### src/rtl/vga_timing_gen.sv
// Raster timing generator: pixel/line counters driven by a clock-enable divider.
// Every output is registered and decoded from the next counter state, so all outputs stay aligned with pixel/line.
module vga_timing_gen #(
  parameter int   CLK_DIV   = 4,
  parameter int   H_ACTIVE  = 640,
  parameter int   H_FRONT   = 16,
  parameter int   H_SYNC    = 96,
  parameter int   H_BACK    = 48,
  parameter int   V_ACTIVE  = 480,
  parameter int   V_FRONT   = 10,
  parameter int   V_SYNC    = 2,
  parameter int   V_BACK    = 33,
  parameter logic HSYNC_POL = 1'b0,
  parameter logic VSYNC_POL = 1'b0
) (
  input  logic        cpu_clk,
  input  logic        reset,
  input  logic        enable,
  output logic [15:0] pixel,
  output logic [15:0] line,
  output logic        pixel_tick,
  output logic        hsync,
  output logic        vsync,
  output logic        active,
  output logic        frame_start,
  output logic        vblank_irq,
  output logic [15:0] frame_count
);

  localparam logic [15:0] DIV_LAST_C = 16'(CLK_DIV - 1);
  localparam logic [15:0] H_ACT_C    = 16'(H_ACTIVE);
  localparam logic [15:0] HS_START_C = 16'(H_ACTIVE + H_FRONT);
  localparam logic [15:0] HS_END_C   = 16'(H_ACTIVE + H_FRONT + H_SYNC);
  localparam logic [15:0] H_LAST_C   = 16'(H_ACTIVE + H_FRONT + H_SYNC + H_BACK - 1);
  localparam logic [15:0] V_ACT_C    = 16'(V_ACTIVE);
  localparam logic [15:0] VS_START_C = 16'(V_ACTIVE + V_FRONT);
  localparam logic [15:0] VS_END_C   = 16'(V_ACTIVE + V_FRONT + V_SYNC);
  localparam logic [15:0] V_LAST_C   = 16'(V_ACTIVE + V_FRONT + V_SYNC + V_BACK - 1);

  logic [15:0] div_cnt_r;
  logic [15:0] pixel_r;
  logic [15:0] line_r;
  logic [15:0] frame_cnt_r;
  logic        hsync_r;
  logic        vsync_r;
  logic        active_r;
  logic        tick_r;
  logic        frame_start_r;
  logic        vblank_r;

  logic        tick_s;
  logic        frame_wrap_s;
  logic [15:0] pix_nxt_s;
  logic [15:0] line_nxt_s;
  logic        hsync_nxt_s;
  logic        vsync_nxt_s;
  logic        active_nxt_s;
  logic        vblank_nxt_s;

  assign tick_s = enable && (div_cnt_r == DIV_LAST_C);

  // Next raster position; the counters only move on a pixel tick.
  always_comb begin
    pix_nxt_s    = pixel_r;
    line_nxt_s   = line_r;
    frame_wrap_s = 1'b0;
    if (tick_s) begin
      if (pixel_r == H_LAST_C) begin
        pix_nxt_s = 16'd0;
        if (line_r == V_LAST_C) begin
          line_nxt_s   = 16'd0;
          frame_wrap_s = 1'b1;
        end else begin
          line_nxt_s = line_r + 16'd1;
        end
      end else begin
        pix_nxt_s = pixel_r + 16'd1;
      end
    end else begin
      pix_nxt_s  = pixel_r;
      line_nxt_s = line_r;
    end
  end

  // Decode syncs, active and vblank from the next position so they land with it.
  always_comb begin
    hsync_nxt_s  = ~HSYNC_POL;
    vsync_nxt_s  = ~VSYNC_POL;
    active_nxt_s = 1'b0;
    vblank_nxt_s = 1'b0;
    if ((pix_nxt_s >= HS_START_C) && (pix_nxt_s < HS_END_C)) begin
      hsync_nxt_s = HSYNC_POL;
    end else begin
      hsync_nxt_s = ~HSYNC_POL;
    end
    if ((line_nxt_s >= VS_START_C) && (line_nxt_s < VS_END_C)) begin
      vsync_nxt_s = VSYNC_POL;
    end else begin
      vsync_nxt_s = ~VSYNC_POL;
    end
    if ((pix_nxt_s < H_ACT_C) && (line_nxt_s < V_ACT_C)) begin
      active_nxt_s = 1'b1;
    end else begin
      active_nxt_s = 1'b0;
    end
    if (tick_s && (pix_nxt_s == 16'd0) && (line_nxt_s == V_ACT_C)) begin
      vblank_nxt_s = 1'b1;
    end else begin
      vblank_nxt_s = 1'b0;
    end
  end

  // State and output registers; the divider phase is held while disabled.
  always_ff @(posedge cpu_clk) begin
    if (reset) begin
      div_cnt_r     <= 16'd0;
      pixel_r       <= 16'd0;
      line_r        <= 16'd0;
      frame_cnt_r   <= 16'd0;
      hsync_r       <= ~HSYNC_POL;
      vsync_r       <= ~VSYNC_POL;
      active_r      <= 1'b1;
      tick_r        <= 1'b0;
      frame_start_r <= 1'b0;
      vblank_r      <= 1'b0;
    end else begin
      if (enable) begin
        div_cnt_r <= tick_s ? 16'd0 : (div_cnt_r + 16'd1);
      end else begin
        div_cnt_r <= div_cnt_r;
      end
      if (frame_wrap_s) begin
        frame_cnt_r <= frame_cnt_r + 16'd1;
      end else begin
        frame_cnt_r <= frame_cnt_r;
      end
      pixel_r       <= pix_nxt_s;
      line_r        <= line_nxt_s;
      hsync_r       <= hsync_nxt_s;
      vsync_r       <= vsync_nxt_s;
      active_r      <= active_nxt_s;
      tick_r        <= tick_s;
      frame_start_r <= frame_wrap_s;
      vblank_r      <= vblank_nxt_s;
    end
  end

  assign pixel       = pixel_r;
  assign line        = line_r;
  assign pixel_tick  = tick_r;
  assign hsync       = hsync_r;
  assign vsync       = vsync_r;
  assign active      = active_r;
  assign frame_start = frame_start_r;
  assign vblank_irq  = vblank_r;
  assign frame_count = frame_cnt_r;

endmodule

### config.mk
export PLATFORM = sky130hd
export DESIGN_NAME = vga_timing_gen
export DESIGN_NICKNAME = d
export VERILOG_FILES = /design/src/rtl/vga_timing_gen.sv
export SDC_FILE = /design/constraint.sdc
export NUM_CORES = 1
export LEC_CHECK = 0
export CORE_MARGIN = 1
export CORE_UTILIZATION = 54
export DETAILED_ROUTE_END_ITERATION = 8
export PLACE_DENSITY = 0.8
export SLEW_MARGIN = 20
export SYNTH_ARGS = -nofsm -noshare
export SYNTH_HDL_FRONTEND = slang
export SYNTH_SLANG_ARGS = --single-unit
### constraint.sdc
create_clock -name cpu_clk -period 3.4 [get_ports cpu_clk]
set_clock_uncertainty 0.1 [all_clocks]
set_input_delay 0.85 -clock cpu_clk [delete_from_list [all_inputs] [get_ports cpu_clk]]
set_output_delay 0.85 -clock cpu_clk [all_outputs]
set_load 0.02 [all_outputs]
After elaboration in Yosys (flattened, before gate mapping)

Index checks and enable logic that the tools add are counted.
W data, S select, Z words.

Add/subtract/negate cells: 4
Magnitude comparators: 6
Eq/ne operators: 4
Multiplexer cells: 13
Reduce and logical (&&, ||, !) cells: 7

Operators by type and width:

| operator                | number |
|---|---|
| $mux W16                | 6 |
| $add A16 B1 Y16 const B | 4 |
| $eq A16 B10 Y1 const B  | 2 |
| $lt A16 B10 Y1 const B  | 2 |
| $lt A16 B9 Y1 const B   | 2 |
| $eq A16 B2 Y1 const B   | 1 |
| $eq A16 B9 Y1 const B   | 1 |
| $ge A16 B10 Y1 const B  | 1 |
| $ge A16 B9 Y1 const B   | 1 |
| $logic_not A16 Y1       | 1 |
| $mux W1                 | 7 |
| $logic_and A1 B1 Y1     | 6 |

Register bits: 70
Input bits: 3
Output and inout port bits: 54
Logic and storage cells: 44

Logic depth before layout (Yosys ltp)

Gate-level depths: netlist of run 1.

Depth in word-level cells: 7
Depth in mapped cells: 10
Mapped depth without buffers: 9

Worst setup path after synthesis of run 1

OpenSTA, ideal clock, no wires.

Path kind: input -> register
Start point: in enable
End point: reg vsync_r, in the netlist vsync
Library setup time: 0.124 ns
Arrival: 2.703 ns
Required time: 3.176 ns
Setup slack: 0.474 ns
Stages on the path: 8
Buffers on the path: 2
Path through: nor4bb_1 > and4_1 > clkbuf_1 > clkbuf_1 > nand2_1 > or4_1 > a21oi_1 > nand3b_1

Word-level cells in the longest chain between the ends: 5
Elaborated cells between the ends (all ways): 6
Classes of those cells: 2 x order compare; 2 x mux; 2 x reduce/logical

RTL lines:

| element                                        | RTL line | source |
|---|---|---|
| start, declared                                | 18       | `input logic enable,` |
| $logic_and A1 B1 Y1 *                          | 60       | `assign tick_s = enable && (div_cnt_r == DIV_LAST_C);` |
| $mux W16 *                                     | 67       | `if (tick_s) begin` |
| $ge A16 B9 Y1 or $lt A16 B9 Y1 (tied branches) | 96       | `if ((line_nxt_s >= VS_START_C) && (line_nxt_s < VS_END_C)) begin` |
| $logic_and A1 B1 Y1 *                          | 96       |  |
| $mux W1 *                                      | 96       |  |
| end signal, assigned                           | 121      | `vsync_r <= ~VSYNC_POL;` |
| end signal, assigned                           | 140      | `vsync_r <= vsync_nxt_s;` |
| end, declared                                  | 45       | `logic vsync_r;` |

Mark *: on every way between the ends. The rest lies on a longest branch, timed or not.
A chain may end at the register's enable or synchronous reset.

Final worst setup path of run 1

Start point: in enable
End point: reg vblank_r, in the netlist vblank_irq

Word-level cells in the longest chain between the ends: 6
Elaborated cells between the ends (all ways): 8
Classes of those cells: 1 x eq/ne; 3 x mux; 4 x reduce/logical

RTL lines:

| element               | RTL line | source |
|---|---|---|
| $logic_and A1 B1 Y1 * | 60       |  |
| $mux W16              | 67       |  |
| $logic_not A16 Y1     | 106      | `if (tick_s && (pix_nxt_s == 16'd0) && (line_nxt_s == V_ACT_C)) begin` |
| $logic_and A1 B1 Y1   | 106      |  |
| $logic_and A1 B1 Y1 * | 106      |  |
| $mux W1 *             | 106      |  |
| end signal, assigned  | 144      | `vblank_r <= vblank_nxt_s;` |
| end, declared         | 49       | `logic vblank_r;` |

Marks and branches as above.

==> results of run 1 <==
==> layer usage <==
metal	track usage	up-vias	part of all wire
li1	-	1691	-
met1	0.3243	1592	0.45
met2	0.4382	117	0.48
met3	0.07122	14	0.059
met4	0.09091	0	0.016
met5	0	-	0
==> synthesized netlist by cell type, types with 6 or more instances <==
master / count / area (sq um)
and2_1: 6 / 37.54
o21ai_0: 12 / 60.06
or3_1: 7 / 43.79
nand3_1: 21 / 105.1
nand2_1: 32 / 120.1
xor2_1: 32 / 280.3
mux2i_1: 7 / 70.07
nor3_1: 13 / 65.06
xnor2_1: 14 / 122.6
a31oi_1: 6 / 37.54
and3_1: 13 / 81.33
nor4_1: 7 / 43.79
nor2_1: 79 / 296.5
a21oi_1: 17 / 85.08
dfxtp_1: 70 / 1401
nand4_1: 19 / 118.9
clkbuf_1: 17 / 63.81
and4_1: 8 / 70.07
==> per-stage QoR <==
step / instances / setup TNS [ns] / power, mW
after floorplan: 442 / 0 / 0.8619
after global placement: 569 / 0 / 0.8713
after detailed placement: 569 / -0.001135 / 0.8722
after CTS: 585 / 0 / 1.698
after global routing: 585 / 0 / 1.735
final: 585 / 0 / 1.685
==> final timing paths <==
kind	from	endpoint	slack, ns	depth (start not counted)
hold reg to reg	div_cnt_r[14]	div_cnt_r[14]	0.42	2
setup / recovery	enable	vblank_irq	0.34	10
setup reg to reg	pixel[12]	vblank_irq	0.44	8
hold / removal	div_cnt_r[14]	div_cnt_r[14]	0.42	2
==> sequential cells by signal (all words and copies together) (netlist names) <==
register     count
div_cnt_r       16
frame_count     16
line            16
pixel           16
active           1
frame_start      1
hsync            1
pixel_tick       1
vblank_irq       1
vsync            1
==> area by class of cell <==
cell class / count / area (sq um) / area share
clock buffers: 10 / 137.6 / 0.03013
clock inverters: 6 / 108.9 / 0.02383
inverters: 5 / 18.77 / 0.004108
multi-input cells: 346 / 2125 / 0.4651
flip-flops and latches: 70 / 1401 / 0.3068
well taps: 77 / 96.34 / 0.02109
repair buffers: 71 / 680.7 / 0.1490
==> logic make-up (layout without fill, tap and decap cells) <==
kind of cell | Yosys count | count (layout) | share of synthesized area
xor gates and xnor gates | 46 | 46 | 0.1106
DFF | 70 | 70 | 0.3847
AOI/OAI and AO/OA | 54 | 54 | 0.09173
adders and majority gates | 5 | 5 | 0.01718
muxes | 8 | 8 | 0.02233
buffers and inverters | 26 | 92 | 0.03195
and+or+nand+nor | 233 | 233 | 0.3415
==> worst max-delay path, stage by stage <==
cell	delay, ns
clkdlybuf4s50_1	0.48
nor4bb_1	0.29
and4_1	0.29
buf_12	0.17
and3_1	0.18
a32oi_1	0.09
nor4_1	0.32
buf_4	0.17
nor3b_2	0.21
and3_1	0.19
==> cells in the final DEF (no fill, tap or decap), types with 3 or more instances in the layout <==
cell,netlist,layout
nand2_1,32,32
inv_1,5,5
nand3_1,21,21
clkdlybuf4s50_1,0,55
or2_2,3,3
ha_1,5,5
or3_1,7,7
and3_1,13,13
nor4_1,7,7
and4_1,8,8
nand2b_1,3,3
dfxtp_1,70,70
a31oi_1,6,6
xnor2_1,14,14
a21oi_1,17,17
clkbuf_8,0,10
and2_1,6,6
bufinv_16,0,3
buf_4,1,14
xor2_1,32,32
nand4_1,19,19
mux2i_1,7,7
nor2_1,79,79
nor3_1,13,13
o21ai_0,12,12
==> where the power goes <==
group	internal [mW]	switching, mW
clock network	0.506	0.327
registers	0.822	0.00301
logic	0.00861	0.0195
==> impl_metrics.toml, run 1 <==
[synthesis]
netlist_area_sq_um = 3642
synth_area_per_cell_sq_um = 8.240
synth_edf_count = 0
synthFlopType = "dfxtp_1"
synth_cell_type_count = 57
syn_inst = 442
ys_warn_count = 0
ys_seq_area_frac = 0.3847
ys_ff_latch = 70
syn_nets = 450
synthArstFlopShare = 0

[timing]
worst_pin_slew_ns = 0.7188
setup_slack_ns = 0.3370
hold_viol = 0
slew_viol_final = 0
timing.hold.ws_ns = 0.4181
period_minus_slack_ns = 3.063
setup_viol = 0
fmax_mhz = 326.5
slew-limit-headroom = 0.5171
min_period_over_period = 0.9009
rsz0062_at_grt = "false"

[cells_and_area]
post-route-util = 0.7113
syn_to_final_growth_pct = 25.42
nets = 511
drive_gt1_frac = 0.08858
antenna_cells = 0
fillers = 521
final_area_sq_um = 4568

[die]
fp.dieH_um = 84.13
die-area_sq_um = 7077
ios = 57
rows = 29
initial_core_util = 0.5671
core_area_sq_um = 6422
fp.dieW_um = 84.13

[grt]
grt_max_degree = 31
antenna_found_initial = 0
overflow = 0
grt_pass1_wl_um = 15040
track_usage = 0.2615
first_global_vias = 3245

[clocking]
cts_setup_buffers = 0
tritoncts = "yes"
cts-buffers-inserted = 9
clockBufferDepth = 2
cts_root_buffer = "clkbuf_8"
clock_sinks = 70
clkSlewWorstSetupHoldPaths_ns = 0.07
hold_buffers = 0
cts.htree.levels = 3
cts-resized-gates = 0
clkLatencyLatePin_ns = 0.36

[power_and_ir_drop]
max-vdd-ir-drop_v = 0.0004879
power.density_nw_per_um2 = 368.9
leakage_nw = 1.625

[placement]
place_congestion = 0.8909
placed_area_sq_um = 4322
portBuffers = 56
place_ws_ns = -0.001135
dp_hpwl_um = 6169

[drt]
finalWirelength_um = 8804
via_count = 3414
drt_pre_antenna_iters = 6
vias_per_cell = 5.836
route.detailed.drc = 6
ant_nets = 0
first_iter_violations = 226
avgRoutedWirePerCell_um = 15.05

[min_path]
hp-class = "reg2reg"

[critical_path]
critical_path_class = "in2reg"
worst_setup_path_start_kind = "input port"
crit_arrival_ns = 3.26
path_max_fanout = 24
required_ns = 3.59
worstSetupEndpointType = "flip-flop"

[run]
max_cap_viol_count = 0

[status]
violations = "DRC"
status = "finished with violations"
Power figures use the tool's default switching activity.
==> inputs of run 2 (changes only) <==
--- a/config.mk
+++ b/config.mk
@@ -5,10 +5,12 @@
 export SDC_FILE = /design/constraint.sdc
 export NUM_CORES = 1
 export LEC_CHECK = 0
+export ABC_AREA = 1
 export CORE_MARGIN = 1
 export CORE_UTILIZATION = 54
+export CTS_CLUSTER_DIAMETER = 60
 export DETAILED_ROUTE_END_ITERATION = 8
-export PLACE_DENSITY = 0.8
+export PLACE_DENSITY = 0.78
 export SLEW_MARGIN = 20
 export SYNTH_ARGS = -nofsm -noshare
 export SYNTH_HDL_FRONTEND = slang
==> impl_metrics.toml, run 2 <==
[grt]
grtUsageMet3 = 0.03266
met1_usage = 0.3663
overflow = 0
grt_max_degree = 35
track_usage = 0.2780
grt_pass1_wl_um = 18750
busiest_layer = "met2"
antenna_found_initial = 0
first_global_vias = 4057
met2_usage = 0.4605

[critical_path]
worstSetupEndpointType = "flip-flop"
required_ns = 3.55
crit_family = "simple AND/OR/NAND/NOR gates"
crit_chain = "clkdlybuf4s50_1 > nand2_2 > nor2_2 > nand2_1 > nor2_4 > nand2_2 > nor2_4 > nand2_4 > nor3_4 > nand2_2 > nor2_1 > nand2_1 > nand2_1 > nor2_1"
max_stage_delay_ns = 0.55
worst_setup_path_start_kind = "input port"
critical_path_class = "in2reg"
crit_path_top_delay_cell = "clkdlybuf4s50_1"
crit_arrival_ns = 2.99
path_max_fanout = 16
reg2reg_slack_ns = 0.79
critPathBufInv = 1

[synthesis]
yosysTopAreaCellShare = 0.3248
synth_area_per_cell_sq_um = 6.190
syn_inst = 697
synth_top_area_cell = "dfxtp_1"
synthArstFlopShare = 0
syn_nets = 705
ys_ff_latch = 70
synth_cell_type_count = 39
ys_warn_count = 0
synthTopCellsByCount = "nand2_1, nor2_1, inv_1"
synthFlopType = "dfxtp_1"
netlist_area_sq_um = 4314
synthTopCellsByArea = "dfxtp_1, nand2_1, nor2_1, inv_1, nand3_1"
ys_seq_area_frac = 0.3248
synth.most_common_cell = "nand2_1"
synth_edf_count = 0

[die]
fp.dieH_um = 91.38
fp.dieW_um = 91.38
core_area_sq_um = 7727
ios = 57
initial_core_util = 0.5583
die-area_sq_um = 8350
rows = 32

[drt]
route.detailed.drc = 0
first_iter_violations = 375
finalWirelength_um = 11450
avgRoutedWirePerCell_um = 13.28
drt_pre_antenna_iters = 5
vias_per_cell = 5.372
ant_nets = 0
via_count = 4631

[clocking]
hold_buffers = 0
tritoncts = "yes"
clkSlewWorstSetupHoldPaths_ns = 0.08
cts-buffers-inserted = 9
cts-resized-gates = 0
clkLatencyLatePin_ns = 0.35
cts.htree.levels = 3
clockBufferDepth = 2
clock_sinks = 70
cts_setup_buffers = 0
cts_root_buffer = "clkbuf_8"

[timing]
period_minus_slack_ns = 2.836
slew_viol_final = 0
hold_viol = 0
rsz0062_at_grt = "false"
worst_pin_slew_ns = 0.5421
slew-limit-headroom = 0.6373
setup_viol = 0
tns_ns = 0
fmax_mhz = 352.6
min_period_over_period = 0.8342

[cells_and_area]
nets = 763
drive_gt1_frac = 0.07895
syn_to_final_growth_pct = 20.13
final_common_cell = "nand2_1"
mostFrequentLayoutCells = "nand2_1, nor2_1, inv_1"
antenna_cells = 0
post-route-util = 0.6707

[min_path]
hp-class = "reg2reg"

[power_and_ir_drop]
max-vdd-ir-drop_v = 0.0002576
power.density_nw_per_um2 = 316.3
leakage_nw = 2.193

[placement]
place_congestion = 0.9202
portBuffers = 56
dp_hpwl_um = 8381

[run]
max_cap_viol_count = 0

[status]
status = "finished, final reports clean"
run 2: report_power, final:
part / internal, mW / switching, mW / leakage, nW / total, mW
clock: 0.415 / 0.353 / 0.106 / 0.768
combinational: 0.0139 / 0.0321 / 1.52 / 0.0461
sequential: 0.822 / 0.00353 / 0.564 / 0.825
run 2: path summary, 6_finish.rpt:
check                  from               to  cells past startpoint
min          frame_count[6]   frame_count[6]                      2
min reg2reg  frame_count[6]   frame_count[6]                      2
max                  enable  frame_count[13]                     14
max reg2reg    div_cnt_r[0]  frame_count[13]                     14
run 2: per-stage QoR:
step	power [mW]	std cells	hold slack, ns	worst slack, ns	cell area, sq um
floorplan	0.8764	697	0.3657	1.046	4314
global placement	0.8893	846	0.3481	0.3249	4961
detailed placement	0.8903	846	0.3602	0.2588	4961
CTS	1.647	862	0.3734	0.5945	5182
global route	1.695	862	0.4085	0.4157	5182
finish	1.639	862	0.3741	0.5637	5182
run 2: cell type report:
| type | instances | area [sq um] |
|---|---|---|
| Fill cell | 690 | 2545 |
| Multi-Input combinational cell | 518 | 2481 |
| Sequential cell | 70 | 1401 |
| Timing Repair Buffer | 60 | 590.6 |
| Inverter | 96 | 360.3 |
| Tap cell | 102 | 127.6 |
| Clock buffer | 9 | 123.9 |
| Clock inverter | 7 | 97.59 |
run 2: cell families (layout without fill, tap and decap cells):
| logic type | count (synthesis) | count (layout) | synth area share |
|---|---|---|---|
| AO/OA/AOI/OAI | 61 | 61 | 0.07541 |
| AND/OR/NAND/NOR | 440 | 440 | 0.4608 |
| buffers and inverters | 109 | 172 | 0.1001 |
| adder cells (fa/ha/maj) | 5 | 5 | 0.01450 |
| flip-flops | 70 | 70 | 0.3248 |
| XOR/XNOR | 12 | 12 | 0.02436 |
run 2: per-layer routing:
| layer | vias to the layer above | part of all wire |
|---|---|---|
| li1 | 2330 | - |
| met1 | 2111 | 0.45 |
| met2 | 170 | 0.47 |
| met3 | 20 | 0.064 |
| met4 | 0 | 0.019 |
| met5 | - | 0 |
run 2: worst reg2reg max path, cell delays in order, from the launching register on:
cell     delay (ns)
dfxtp_1        0.41
ha_1           0.30
nand2_1        0.09
nor2_1         0.20
nand2_1        0.13
nor2_4         0.35
nand2_2        0.15
nor2_4         0.20
nand2_4        0.09
nor3_4         0.14
nand2_2        0.11
nor2_1         0.09
nand2_1        0.06
nand2_1        0.06
nor2_1         0.04
==> inputs of run 3 (changes only) <==
==> constraint.sdc (replaced) <==
create_clock -name cpu_clk -period 2.8 [get_ports cpu_clk]
set_clock_uncertainty 0.1 [all_clocks]
set_input_delay 0.7 -clock cpu_clk [delete_from_list [all_inputs] [get_ports cpu_clk]]
set_output_delay 0.7 -clock cpu_clk [all_outputs]
set_load 0.02 [all_outputs]
==> impl_metrics.toml, run 3 (synthesis results as in run 2) <==
[timing]
tns_ns = 0
min_period_over_period = 0.9011
worst_pin_slew_ns = 0.4940
timing.hold.ws_ns = 0.3653
fmax_mhz = 396.3
slew-limit-headroom = 0.6682
rsz0062_at_grt = "false"
setup_viol = 0
slew_viol_final = 0
hold_viol = 0
period_minus_slack_ns = 2.523

[clocking]
cts_root_buffer = "clkbuf_8"
clock_sinks = 70
cts.htree.levels = 3
clkLatencyLatePin_ns = 0.35
tritoncts = "yes"
clkSlewWorstSetupHoldPaths_ns = 0.08
clockBufferDepth = 2
hold_buffers = 0
cts_setup_buffers = 0
cts-resized-gates = 0
cts-buffers-inserted = 9

[cells_and_area]
mostFrequentLayoutCells = "nand2_1, nor2_1, inv_1"
regArea_sq_um = 1401
nets = 778
fin_cells = 877
fillers = 701
drive_gt1_frac = 0.09548
final_common_cell = "nand2_1"
antenna_cells = 0
final_area_sq_um = 5274
syn_to_final_growth_pct = 22.24
multi_input_area_sq_um = 2481

[power_and_ir_drop]
power_mw = 1.908
max-vdd-ir-drop_v = 0.0003278
power.density_nw_per_um2 = 361.8
leakage_nw = 2.256

[drt]
route.detailed.drc = 0
avgRoutedWirePerCell_um = 13.35
vias_per_cell = 5.349
ant_nets = 0
first_iter_violations = 284
via_count = 4691
finalWirelength_um = 11710
drt_pre_antenna_iters = 5

[die]
initial_core_util = 0.5583
fp.dieH_um = 91.38
fp.dieW_um = 91.38
die-area_sq_um = 8350
rows = 32
ios = 57
core_area_sq_um = 7727

[grt]
first_global_vias = 4321
track_usage = 0.2938
antenna_found_initial = 0
grt_pass1_wl_um = 19730
grt_max_degree = 19
overflow = 0

[placement]
portBuffers = 56
dp_hpwl_um = 9037
place_congestion = 0.9173
placed_area_sq_um = 5074
dp.cells = 861

[critical_path]
crit_family = "simple AND/OR/NAND/NOR gates"
worstSetupEndpointType = "flip-flop"
crit_arrival_ns = 2.71
critical_path_class = "in2reg"
crit_top_cell = "nand2_1"
worst_setup_path_start_kind = "input port"
crit_chain = "clkdlybuf4s50_1 > inv_2 > nor2_1 > nand2_1 > nor2_2 > nand2_2 > nor2_8 > nand2_1 > nand2_1 > nand2_1 > nor2_1 > nand2_1 > nor2_1 > nand3_1 > nor2_1"
max_stage_delay_ns = 0.57
required_ns = 2.99
crit_path_top_delay_cell = "clkdlybuf4s50_1"
critPathBufInv = 2
path_max_fanout = 10

[min_path]
hp-class = "reg2reg"

[run]
max_cap_viol_count = 0

[status]
status = "finished, final reports clean"
## run 3: cell types whose count changed in the layout (fill, tap and decap cells not counted)
cell,previous run,this run
clkbuf_1,0,1
buf_4,4,19
bufinv_16,2,1
clkbuf_8,9,10
inv_6,1,0
## run 3: worst paths after layout
| check | slack, ns | startpoint | cells past startpoint | to |
|---|---|---|---|---|
| worst max-delay path | 0.28 | enable | 15 | vblank_irq |
| worst min-delay path | 0.37 | frame_count[6] | 2 | frame_count[6] |
| worst max register to register | 0.37 | pixel[1] | 10 | vblank_irq |
| worst min register to register | 0.37 | frame_count[6] | 2 | frame_count[6] |
## run 3: power by group
group	total (mW)	switching, mW	internal (mW)
combinational	0.0627	0.0412	0.0215
clock	0.844	0.408	0.436
sequential	1.00	0.00378	0.998
## run 3: area by class of cell
cell class / count / share of cell area
multi-input cells: 518 / 0.4705
flip-flops and latches: 70 / 0.2657
repair buffers: 75 / 0.1333
inverters: 96 / 0.06833
clock buffers: 11 / 0.02681
well taps: 102 / 0.02420
clock inverters: 5 / 0.01115
## run 3: per-stage QoR
step | setup slack, ns | utilization
floorplan | 0.5964 | -
global placement | -0.03780 | 0.6566
detailed placement | -0.04655 | 0.6566
CTS | 0.3069 | 0.6825
global route | 0.02171 | 0.6825
finish | 0.2769 | 0.6825
## run 3: worst register-to-register path, delay by kind of cell, from the launching register on
kind / cells / cell delay (ns)
XOR/XNOR: 1 / 0.19
adder cells (fa/ha/maj): 1 / 0.35
flip-flops: 1 / 0.40
AND/OR/NAND/NOR: 8 / 1.31
## run 3: routing by layer
layer,GRT usage,share of wire
met5,0,0
met4,0.1243,0.025
met3,0.03183,0.057
met2,0.4856,0.47
met1,0.3870,0.45
